==> src/rtl/fetch_unit.sv <==
// Fetch stage: one outstanding word request, returned words buffered with PCs in a prefetch FIFO.
// Ack in cycle N is visible at the head in N+1; requests stop while the FIFO is full; redirect flushes.
module fetch_unit #(
   parameter int unsigned       ADDR_W     = 32,
   parameter logic [ADDR_W-1:0] RESET_PC   = '0,
   parameter int unsigned       FIFO_DEPTH = 4
) (
   input  logic              clk,
   input  logic              rst,
   input  logic              redirect,
   input  logic [ADDR_W-1:0] redirect_pc,
   output logic              imem_req,
   output logic [ADDR_W-1:0] imem_addr,
   input  logic              imem_ack,
   input  logic [31:0]       imem_rdata,
   output logic              instr_valid,
   output logic [31:0]       instr,
   output logic [ADDR_W-1:0] instr_pc,
   output logic [ADDR_W-1:0] pc_plus_four,
   input  logic              instr_ready
);
   localparam int unsigned PTR_W = $clog2(FIFO_DEPTH);
   localparam int unsigned CNT_W = PTR_W + 1;

   typedef enum logic [1:0] {IDLE, REQ, DROP} state_t;

   state_t            state_q;
   logic [ADDR_W-1:0] fetch_pc_q;
   logic [ADDR_W-1:0] drop_addr_q;
   logic [PTR_W-1:0]  rd_ptr_q, rd_ptr_d;
   logic [PTR_W-1:0]  wr_ptr_q, wr_ptr_d;
   logic [CNT_W-1:0]  count_q, count_d;
   logic [31:0]       instr_mem_q [FIFO_DEPTH];
   logic [ADDR_W-1:0] pc_mem_q [FIFO_DEPTH];

   logic              head_vld;
   logic              push;
   logic              pop;
   logic              room;
   logic              room_after;
   logic [ADDR_W-1:0] redirect_tgt;
   logic              unused_pc_lsbs;

   assign redirect_tgt   = {redirect_pc[ADDR_W-1:2], 2'b00};
   assign unused_pc_lsbs = ^redirect_pc[1:0];
   assign head_vld       = (count_q != '0);
   assign push           = (state_q == REQ) && imem_ack && !redirect;
   assign pop            = head_vld && instr_ready && !redirect;
   assign room           = (count_q < CNT_W'(FIFO_DEPTH));
   assign room_after     = (count_d < CNT_W'(FIFO_DEPTH));

   // Redirect wins over push and pop: the whole FIFO is discarded.
   always_comb begin
      rd_ptr_d = rd_ptr_q;
      wr_ptr_d = wr_ptr_q;
      count_d  = count_q;
      if (redirect) begin
         rd_ptr_d = '0;
         wr_ptr_d = '0;
         count_d  = '0;
      end else begin
         if (push) wr_ptr_d = wr_ptr_q + PTR_W'(1);
         if (pop)  rd_ptr_d = rd_ptr_q + PTR_W'(1);
         count_d = count_q + CNT_W'(push) - CNT_W'(pop);
      end
   end

   always_ff @(posedge clk) begin
      if (rst) begin
         rd_ptr_q <= '0;
         wr_ptr_q <= '0;
         count_q  <= '0;
      end else begin
         rd_ptr_q <= rd_ptr_d;
         wr_ptr_q <= wr_ptr_d;
         count_q  <= count_d;
      end
   end

   always_ff @(posedge clk) begin
      if (push) begin
         instr_mem_q[wr_ptr_q] <= imem_rdata;
         pc_mem_q[wr_ptr_q]    <= fetch_pc_q;
      end
   end

   // DROP keeps the orphaned address on the bus while fetch_pc already holds the new target.
   always_ff @(posedge clk) begin
      if (rst) begin
         state_q     <= IDLE;
         fetch_pc_q  <= {RESET_PC[ADDR_W-1:2], 2'b00};
         drop_addr_q <= '0;
      end else begin
         unique case (state_q)
            IDLE: begin
               if (redirect)  fetch_pc_q <= redirect_tgt;
               else if (room) state_q    <= REQ;
            end
            REQ: begin
               if (redirect) begin
                  fetch_pc_q  <= redirect_tgt;
                  drop_addr_q <= fetch_pc_q;
                  state_q     <= imem_ack ? IDLE : DROP;
               end else if (imem_ack) begin
                  fetch_pc_q <= fetch_pc_q + ADDR_W'(4);
                  state_q    <= room_after ? REQ : IDLE;
               end
            end
            DROP: begin
               if (redirect) fetch_pc_q <= redirect_tgt;
               if (imem_ack) state_q    <= IDLE;
            end
            default: state_q <= IDLE;
         endcase
      end
   end

   assign imem_req     = (state_q == REQ) || (state_q == DROP);
   assign imem_addr    = (state_q == DROP) ? drop_addr_q : fetch_pc_q;
   assign instr_valid  = head_vld;
   assign instr        = head_vld ? instr_mem_q[rd_ptr_q] : '0;
   assign instr_pc     = head_vld ? pc_mem_q[rd_ptr_q] : '0;
   assign pc_plus_four = head_vld ? pc_mem_q[rd_ptr_q] + ADDR_W'(4) : '0;

endmodule
==> config.mk <==
export PLATFORM = sky130hd
export DESIGN_NAME = fetch_unit
export DESIGN_NICKNAME = d
export VERILOG_FILES = /design/src/rtl/fetch_unit.sv
export SDC_FILE = /design/constraint.sdc
export NUM_CORES = 1
export LEC_CHECK = 0
export ABC_AREA = 1
export CORE_MARGIN = 3
export CORE_UTILIZATION = 50
export DETAILED_ROUTE_END_ITERATION = 16
export GPL_TIMING_DRIVEN = 0
export PLACE_DENSITY = 0.76
export SYNTH_ARGS = -nofsm -noshare
export SYNTH_HDL_FRONTEND = slang
export SYNTH_SLANG_ARGS = --single-unit
==> constraint.sdc <==
create_clock -name clk -period 4.05 [get_ports clk]
set_input_delay 0.6075 -clock clk [delete_from_list [all_inputs] [get_ports clk]]
set_output_delay 0.6075 -clock clk [all_outputs]
set_load 0.05 [all_outputs]
==> results of run 1 <==
report_power, final:
part           total [mW]  switching [mW]  internal, mW
registers            4.03           0.234          3.79
logic                1.88            1.32         0.562
clock network        2.74            1.20          1.54
total                8.65            2.76          5.90
state kept, by name, summed over array words and instances (netlist names), named ones only:
register and flops:
state_q 2, fetch_pc_q 30, instr_mem_q 128, wr_ptr_q 2
drop_addr_q 30, count_q 3, rd_ptr_q 2, pc_mem_q 120
metal layers:
layer / routed length (um) / up-vias / global-route usage / share of wire
met3: 3937 / 126 / 0.03986 / 0.086
met4: 1674 / 0 / 0.1060 / 0.036
met1: 18600 / 6273 / 0.3585 / 0.40
met5: 0 / - / 0 / 0
li1: - / 6466 / - / -
met2: 21780 / 664 / 0.4425 / 0.47
cells in the mapped netlist (11+ instances only):
cell and n:
nand2_1 498, nor2_1 316, edfxtp_1 248, o21ai_0 146, nand3_1 110, inv_1 109
a21oi_1 108, dfxtp_1 71, clkbuf_1 46, nor2_2 17, buf_4 16, nand4_1 15
buf_2 14, nor3_1 14, ha_1 11, nand2_2 11
kinds of logic (layout without fill, tap and decap cells):
| family | count (synthesis) | count (layout) |
|---|---|---|
| simple gates | 990 | 990 |
| flops | 319 | 319 |
| compound gates | 273 | 273 |
| buf+inv | 208 | 461 |
| fa+ha+maj | 12 | 12 |
| xor+xnor | 8 | 8 |
| other cells | 1 | 6 |
cell usage in the layout, fill, tap and decap left out, types with 5 or more instances in the layout:
| cell type | n |
|---|---|
| nand4_1 | 15 |
| buf_4 | 17 |
| nor2_2 | 18 |
| nor3_1 | 13 |
| a21oi_1 | 108 |
| a211oi_1 | 6 |
| buf_1 | 6 |
| o21ai_0 | 146 |
| clkinv_2 | 5 |
| clkinv_1 | 5 |
| inv_2 | 6 |
| dlygate4sd2_1 | 5 |
| nor2_1 | 311 |
| buf_2 | 16 |
| dfxtp_1 | 71 |
| clkbuf_16 | 31 |
| clkbuf_2 | 8 |
| dlymetal6s2s_1 | 12 |
| edfxtp_1 | 248 |
| nand2_2 | 12 |
| nand2_1 | 497 |
| xor2_1 | 7 |
| inv_1 | 109 |
| buf_12 | 8 |
| conb_1 | 6 |
| nand3_1 | 110 |
| ha_1 | 11 |
| clkdlybuf4s50_1 | 167 |
| clkbuf_1 | 47 |
| buf_6 | 7 |
tightest hold or removal path, stage by stage, from the launching register on:
cell     delay (ns)
dfxtp_1        0.33
nor2_1         0.05
nor2_1         0.08
stage by stage:
stage                     cells  hold WS (ns)  cell area (um^2)
after CTS                  2459        0.4990             19000
after detailed placement   2404        0.4823             18040
final                      2459        0.4988             19030
after floorplan            1816        0.4549             15460
after global placement     2396        0.4659             17850
after global routing       2459        0.5381             19030
path summary, 6_finish.rpt:
path,startpoint,endpoint,depth (start not counted)
setup / recovery,flip-flop,pc_plus_four[24],14
hold / removal,drop_addr_q[10],drop_addr_q[10],2
hold reg to reg,drop_addr_q[10],drop_addr_q[10],2
setup reg to reg,state_q[1],state_q[0],12
cell type report:
class                   count  area (um^2)
fillers                  2486        11010
flip-flops and latches    319         8869
multi-input cells        1289         5707
repair buffers            198         2058
clock buffers              41        853.3
plain buffers              91        493.0
well taps                 390        488.0
inverters                 117        446.7
clock inverters            14        112.6
==> impl_metrics.toml, run 1 <==
[worst_setup_path]
ff2ff_setup_slack_ns = 1.21
critPathKind = "flip-flop to primary output"
startpoint_type = "flip-flop"
cp_max_fo = 10
crit_chain = "buf_6 > buf_6 > a21oi_1 > o21ai_1 > nand2_2 > inv_2 > ha_1 > inv_1 > nor2_2 > nand3_1 > nand2_1 > nand2_1 > nor2_1 > dlygate4sd2_1"
endpoint_kind = "primary output"
path_buf_inv = 5
crit_family = "buffers and inverters"
critPathArrivalTime_ns = 3.32
cp_slowest_cell = "dlygate4sd2_1"
crit_required_ns = 3.44
cpPeakStageDelay_ns = 0.55

[yosys]
async_flop_share = 0
synth.ff_latch_count = 319
muxShareOfSynthArea = 0
yosysWarningCount = 0
synthAdderAreaFrac = 0.01021
syn_area_per_cell_um2 = 8.529
synthSimpleGateAreaFrac = 0.2593
synth_top_cell_by_area = "edfxtp_1"
synthXorXnorAreaFrac = 0.004536
synth_ff_type = "edfxtp_1"
synth_edf_count = 248
synth_top_family_by_area = "simple AND/OR/NAND/NOR gates"
ys_seq_area_frac = 0.5742
synth_top_area_share = 0.4821
syn_inst = 1811
synthTopCellsByArea = "edfxtp_1 (48%), nand2_1 (12%), dfxtp_1 (9.2%), nor2_1 (7.7%), o21ai_0 (4.7%)"
synth_compound_area_frac = 0.09137
syn_area_mm2 = 0.01545
synth_cell_types = 40

[final_layout]
num_antenna_cells = 0
final_nets = 2128
utilization = 0.6335
syn2layout_area_growth_pct = 23.18
drive_gt1_frac = 0.07202

[power_and_ir_drop]
total_power_mw = 8.654
power_per_cell_area_mw_per_mm2 = 454.8
p_leak_nw = 7.431
ir_drop_mv = 0.3304

[place]
gp_congestion = 0.9944
hpwl_um = 33250
port_buffers = 190
dp_slack_ns = 0.1624

[floorplanning]
fp.dieArea_mm2 = 0.03304
die_h_um = 181.8
die_w_um = 181.8
start_util = 0.5143
io-pin-count = 199
rows = 63
core_area_mm2 = 0.03003

[cts]
path_clk_slew_ns = 0.06
cts_setup_buffers = 0
cts_hold_buffers = 0
cts.htree.levels = 1
root_buffer = "clkbuf_16"
cts_tree = "yes"
post_cts_resize_count = 29
numClockSinks = 319
clockBufferDepth = 3
cts_made_buffers = 31
clk_latency_ns = 0.58

[timing]
slew_viol_final = 0
fin_ws_ns = 0.1235
period_share = 0.9695
slew_headroom = 0.5054
skew_ns = 0.02009
tightest_slew_ns = 0.7419
finalSetupTns_ns = 0
hold_violations = 0
final.min_clock_period_ns = 3.926
setup-violations-final = 0
clock.fmax_ghz = 0.2547

[flow_run]
drv_cap = 0

[global_route]
grt_max_degree = 29
grt_pass1_vias = 12890
grt_overflow = 0
grt_first_pass_wirelength_um = 70080
grt_usage = 0.2681
antenna_found_initial = 0

[route]
routed_via_density = 5.502
drt_pre_antenna_iters = 6
route.antenna.remaining_nets = 0
drc_errors = 0
routed_wl_um = 45990
wl_per_cell_um = 18.70
num_vias = 13529
first_iter_violations = 1304

[run_status]
run_status = "completed"

[min_path]
hold_path.class = "flip-flop to flip-flop"
Power figures use the tool's default switching activity.
==> inputs of run 2 (changes only) <==
- MAX_ROUTING_LAYER: default -> met4
==> run 2 against run 1 <==
Net effect: die area did not move; non-clock buffer count rose by 1; sequential power barely moved; combinational power barely moved; routed wire length rose by 3.5%; critical path depth fell by 4; sequential cell count did not move; total power rose by 3.0%; final area rose by 0.74%; largest power group unchanged.
==> impl_metrics.toml, run 2 (synthesis results as in run 1) <==
[power_and_ir_drop]
swShare = 0.3208
p_clk_frac = 0.336
sequentialPowerShare = 0.452
p_leak_nw = 7.409
combPwrFrac = 0.212
cell_internal_pwr_mw = 6.055
ir_drop_mv = 0.3987
p_switching_mw = 2.859
power_per_cell_area_mw_per_mm2 = 465.0

[timing]
rsz0062_at_grt = "false"
setup-violations-final = 0
tightest_slew_ns = 0.8472
fin_ws_ns = 0.1565
slew_viol_final = 0
slew_headroom = 0.4352
skew_ns = 0.02030
clock.fmax_ghz = 0.2568
hold_violations = 0
period_share = 0.9614
final.min_clock_period_ns = 3.894

[route]
drt_pre_antenna_iters = 6
wl_per_cell_um = 19.30
route.antenna.remaining_nets = 0
routed_via_density = 5.520
first_iter_violations = 1472
num_vias = 13607
routed_wl_um = 47580
drc_errors = 0

[global_route]
grt_first_pass_wirelength_um = 72360
grt_pass1_vias = 13002
grt_max_degree = 28
grt_overflow = 0
grt_usage = 0.2891
antenna_found_initial = 0

[final_layout]
utilization = 0.6383
multi_input_area_mm2 = 0.005707
largest_reg_flops = 128
seq_area_mm2 = 0.008869
top_register = "instr_mem_q"
fillers = 2522
final_nets = 2132
syn2layout_area_growth_pct = 24.10
final_cell_mix = "nand2_1 (497), nor2_1 (311), edfxtp_1 (248)"
num_antenna_cells = 0
top_regs = "instr_mem_q (128), pc_mem_q (120)"
final_common_cell = "nand2_1"
drive_gt1_frac = 0.07277

[cts]
cts_hold_buffers = 0
numClockSinks = 319
clockBufferDepth = 3
root_buffer = "clkbuf_16"
cts_tree = "yes"
clk_latency_ns = 0.52
cts_made_buffers = 34
cts.htree.levels = 2
path_clk_slew_ns = 0.06

[min_path]
hold_path.class = "flip-flop to flip-flop"
min_to = "drop_addr_q[17]"
min_from = "drop_addr_q[17]"
hold_depth = 2

[floorplanning]
rows = 63
io-pin-count = 199
start_util = 0.5143
die_w_um = 181.8
fp.dieArea_mm2 = 0.03304
core_area_mm2 = 0.03003
die_h_um = 181.8

[worst_setup_path]
reg2regPathDepth = 12
crit_family = "buffers and inverters"
ff2ff_setup_slack_ns = 1.23
critPathKind = "flip-flop to primary output"
path_buf_inv = 6
r2r-end = "state_q[0]"
cpMostUsedCell = "buf_6"
cpPeakStageDelay_ns = 0.84
cp_max_fo = 10
crit_required_ns = 3.44
endpoint_kind = "primary output"
critPathArrivalTime_ns = 3.29
crit_chain = "buf_6 > buf_6 > buf_6 > buf_2 > buf_2 > nor2_1 > nor2_1 > o21ai_0 > a21oi_1 > clkdlybuf4s50_1"
timing.rr.start = "state_q[1]"
startpoint_type = "flip-flop"
cp_slowest_cell = "clkdlybuf4s50_1"

[flow_run]
drv_cap = 0

[place]
hpwl_um = 34410
port_buffers = 190
dp_slack_ns = 0.1504
gp_congestion = 0.9680

[run_status]
run_status = "completed"
## run 2: cell count changes in the layout (fill, tap and decap cells not counted), moves of 2 or more
| cell | previous run | this run |
|---|---|---|
| clkbuf_16 | 31 | 34 |
| clkbuf_2 | 8 | 6 |
| clkbuf_1 | 47 | 49 |
| clkdlybuf4s50_1 | 167 | 171 |
| buf_2 | 16 | 14 |
| clkbuf_8 | 4 | 0 |
| clkinv_1 | 5 | 7 |
| clkinvlp_2 | 0 | 3 |
| dlymetal6s2s_1 | 12 | 9 |
| buf_16 | 0 | 2 |
| clkinv_2 | 5 | 3 |
## run 2: how the worst max path moves through the flow
stage	startpoint	to	slack, ns	depth (start not counted)
after detailed placement	flip-flop	pc_plus_four[26]	0.15	15
after global placement	redirect	pc_mem_q[1][5]	-2.77	6
after global routing	flip-flop	pc_plus_four[25]	0.002	13
after CTS	flip-flop	pc_plus_four[28]	0.0009	13
after floorplan	redirect	instr_mem_q[0][0]	-0.12	5
final	flip-flop	instr[0]	0.16	10
## run 2: layout make-up
class                           count  area share
Clock buffer                       39     0.04537
Buffer                             91     0.02552
Multi-Input combinational cell   1289      0.2977
Tap cell                          390     0.02546
Sequential cell                   319      0.4627
Inverter                          117     0.02330
Timing Repair Buffer              199      0.1092
Clock inverter                     21     0.01077
## run 2: worst min-delay path: cells and delay by family, from the launching register on
kind | cells | cell delay (ns)
flops | 1 | 0.32
simple gates | 2 | 0.15
## run 2: what timing repair did
| item | CTS | global route |
|---|---|---|
| gates resized for setup | 20 | 24 |
| setup endpoints to repair | 48 | 21 |
| setup buffers | 0 | 0 |
## run 2: metrics by stage
stage | TNS (ns) | cells | area (um^2) | power (mW) | hold WS (ns)
final | 0 | 2465 | 19170 | 8.914 | 0.5114
after CTS | 0 | 2465 | 19160 | 8.917 | 0.5024
after global routing | 0 | 2465 | 19170 | 9.250 | 0.5210
after floorplan | -28.68 | 1816 | 15460 | 5.215 | 0.4549
after detailed placement | 0 | 2405 | 18080 | 5.958 | 0.4852
after global placement | -665.01 | 2396 | 17850 | 5.937 | 0.4669
## run 2: power groups by stage
| stage | clock (mW) | sequential (mW) | combinational, mW |
|---|---|---|---|
| 2_1_floorplan | 0 | 4.00 | 1.22 |
| 3_3_place_gp | 0 | 4.09 | 1.85 |
| 3_5_place_dp | 0 | 4.09 | 1.87 |
| 4_1_cts | 3.02 | 4.02 | 1.88 |
| 5_1_grt | 3.16 | 4.05 | 2.03 |
| 6_report | 2.99 | 4.03 | 1.89 |
## run 2: routing by layer
metal,share of wire,wire [um],vias to the layer above,track usage
met2,0.47,22400,700,0.4589
li1,-,-,6478,-
met1,0.40,19210,6299,0.3784
met4,0.039,1866,0,0.1118
met3,0.086,4091,130,0.04267
met5,0,0,-,-
==> inputs of run 3 (changes only) <==
==> constraint.sdc (replaced) <==
create_clock -name clk -period 4.05 [get_ports clk]
set_input_delay 0.405 -clock clk [delete_from_list [all_inputs] [get_ports clk]]
set_output_delay 0.405 -clock clk [all_outputs]
set_load 0.05 [all_outputs]
==> run 3 against run 2 <==
Net effect: first-iteration DRC count is 2.7% lower; sequential cell count did not move; combinational power hardly changed; total power up 0.12%.
==> impl_metrics.toml, run 3 (synthesis results as in run 1) <==
[run_status]
run_status = "completed"

[global_route]
grt_usage = 0.2890
antenna_found_initial = 0
grt_first_pass_wirelength_um = 72340
grt_pass1_vias = 13001
grt_overflow = 0
grt_max_degree = 28

[worst_setup_path]
cpMostUsedCell = "nand2_1"
startpoint_type = "flip-flop"
critPathArrivalTime_ns = 3.49
cpPeakStageDelay_ns = 0.81
crit_chain = "inv_2 > clkbuf_1 > nand2_1 > nand2_1 > nand2_1 > nor2_1 > nand2_1 > nor2_2 > nand2_1 > nand2_1 > nand2_1 > nor2_2 > clkdlybuf4s50_1"
crit_family = "buffers and inverters"
path_buf_inv = 3
critPathKind = "flip-flop to primary output"
endpoint_kind = "primary output"
cp_slowest_cell = "clkdlybuf4s50_1"
crit_required_ns = 3.64
cp_max_fo = 10

[floorplanning]
die_h_um = 181.8
io-pin-count = 199
fp.dieArea_mm2 = 0.03304
start_util = 0.5143
core_area_mm2 = 0.03003
die_w_um = 181.8
rows = 63

[power_and_ir_drop]
p_switching_mw = 2.869
p_leak_nw = 7.312
cell_internal_pwr_mw = 6.056
p_clk_frac = 0.336
power_per_cell_area_mw_per_mm2 = 466.0
combPwrFrac = 0.212
total_power_mw = 8.925
ir_drop_mv = 0.4014
sequentialPowerShare = 0.452
swShare = 0.3215

[timing]
final.min_clock_period_ns = 3.895
fin_ws_ns = 0.1552
tightest_slew_ns = 0.8551
slew_headroom = 0.4300
setup-violations-final = 0
hold_violations = 0
holdWs_ns = 0.5029
period_share = 0.9617
skew_ns = 0.01913
rsz0062_at_grt = "true"
clock.fmax_ghz = 0.2568
slew_viol_final = 0

[min_path]
hold_path.class = "flip-flop to flip-flop"

[cts]
root_buffer = "clkbuf_16"
clk_latency_ns = 0.52
cts.htree.levels = 2
cts_tree = "yes"
cts_setup_buffers = 0
cts_hold_buffers = 0
cts_made_buffers = 34
post_cts_resize_count = 6
numClockSinks = 319
clockBufferDepth = 3
path_clk_slew_ns = 0.07

[final_layout]
drive_gt1_frac = 0.07036
post-route-cell-area_mm2 = 0.01915
final_cell_mix = "nand2_1 (498), nor2_1 (312), edfxtp_1 (248)"
final_nets = 2132
fillers = 2515
num_antenna_cells = 0
seq_area_mm2 = 0.008869
syn2layout_area_growth_pct = 23.98
final_common_cell = "nand2_1"
top_register = "instr_mem_q"
largest_reg_flops = 128
multi_input_area_mm2 = 0.005702
top_regs = "instr_mem_q (128), pc_mem_q (120)"
final_cells = 2465

[route]
routed_wl_um = 47550
num_vias = 13564
drc_errors = 0
drt_pre_antenna_iters = 7
wl_per_cell_um = 19.29
routed_via_density = 5.503
route.antenna.remaining_nets = 0
first_iter_violations = 1432

[place]
port_buffers = 190
hpwl_um = 34410
dp_slack_ns = 0.3529
dpl_cell_area_mm2 = 0.01808
dpl.cell_count = 2405
gp_congestion = 0.9680

[flow_run]
drv_cap = 0
-- run 3: area by class of cell --
cell class	count	area share
Tap cell	390	0.02548
Sequential cell	319	0.4631
Timing Repair Buffer	199	0.1089
Clock inverter	21	0.01078
Clock buffer	39	0.04541
Buffer	91	0.02529
Multi-Input combinational cell	1289	0.2977
Inverter	117	0.02333
-- run 3: final timing paths --
kind                                      start                to  slack (ns)  cells after the start
worst min register to register  drop_addr_q[10]   drop_addr_q[10]        0.50                      2
worst min-delay path            drop_addr_q[10]   drop_addr_q[10]        0.50                      2
worst max-delay path                  flip-flop  pc_plus_four[31]        0.16                     13
worst max register to register       state_q[1]        state_q[0]        1.23                     12
-- run 3: power groups by stage --
| stage | Sequential (mW) | Combinational [mW] | Clock (mW) |
|---|---|---|---|
| global placement | 4.09 | 1.85 | 0 |
| floorplan | 4.00 | 1.22 | 0 |
| global route | 4.05 | 2.03 | 3.16 |
| CTS | 4.02 | 1.88 | 3.02 |
| finish | 4.03 | 1.90 | 3.00 |
| detailed placement | 4.09 | 1.87 | 0 |
-- run 3: per-layer routing --
metal  global-route usage  vias up  part of all wire
met5                    -        -                 0
met4               0.1118        0             0.039
met3              0.04247      121             0.089
met2               0.4589      714              0.47
met1               0.3783     6253              0.40
li1                     -     6476                 -
-- run 3: metrics by stage --
step | utilization | setup TNS, ns
after floorplan | - | 0
after global placement | 0.5945 | -614.79
after detailed placement | 0.6020 | 0
after CTS | 0.6376 | 0
after global routing | 0.6376 | 0
final | 0.6376 | 0
-- run 3: tightest hold or removal path: cells and delay by family, from the launching register on --
| family | cells | cell delay [ns] |
|---|---|---|
| flip-flops | 1 | 0.32 |
| AND/OR/NAND/NOR | 2 | 0.15 |
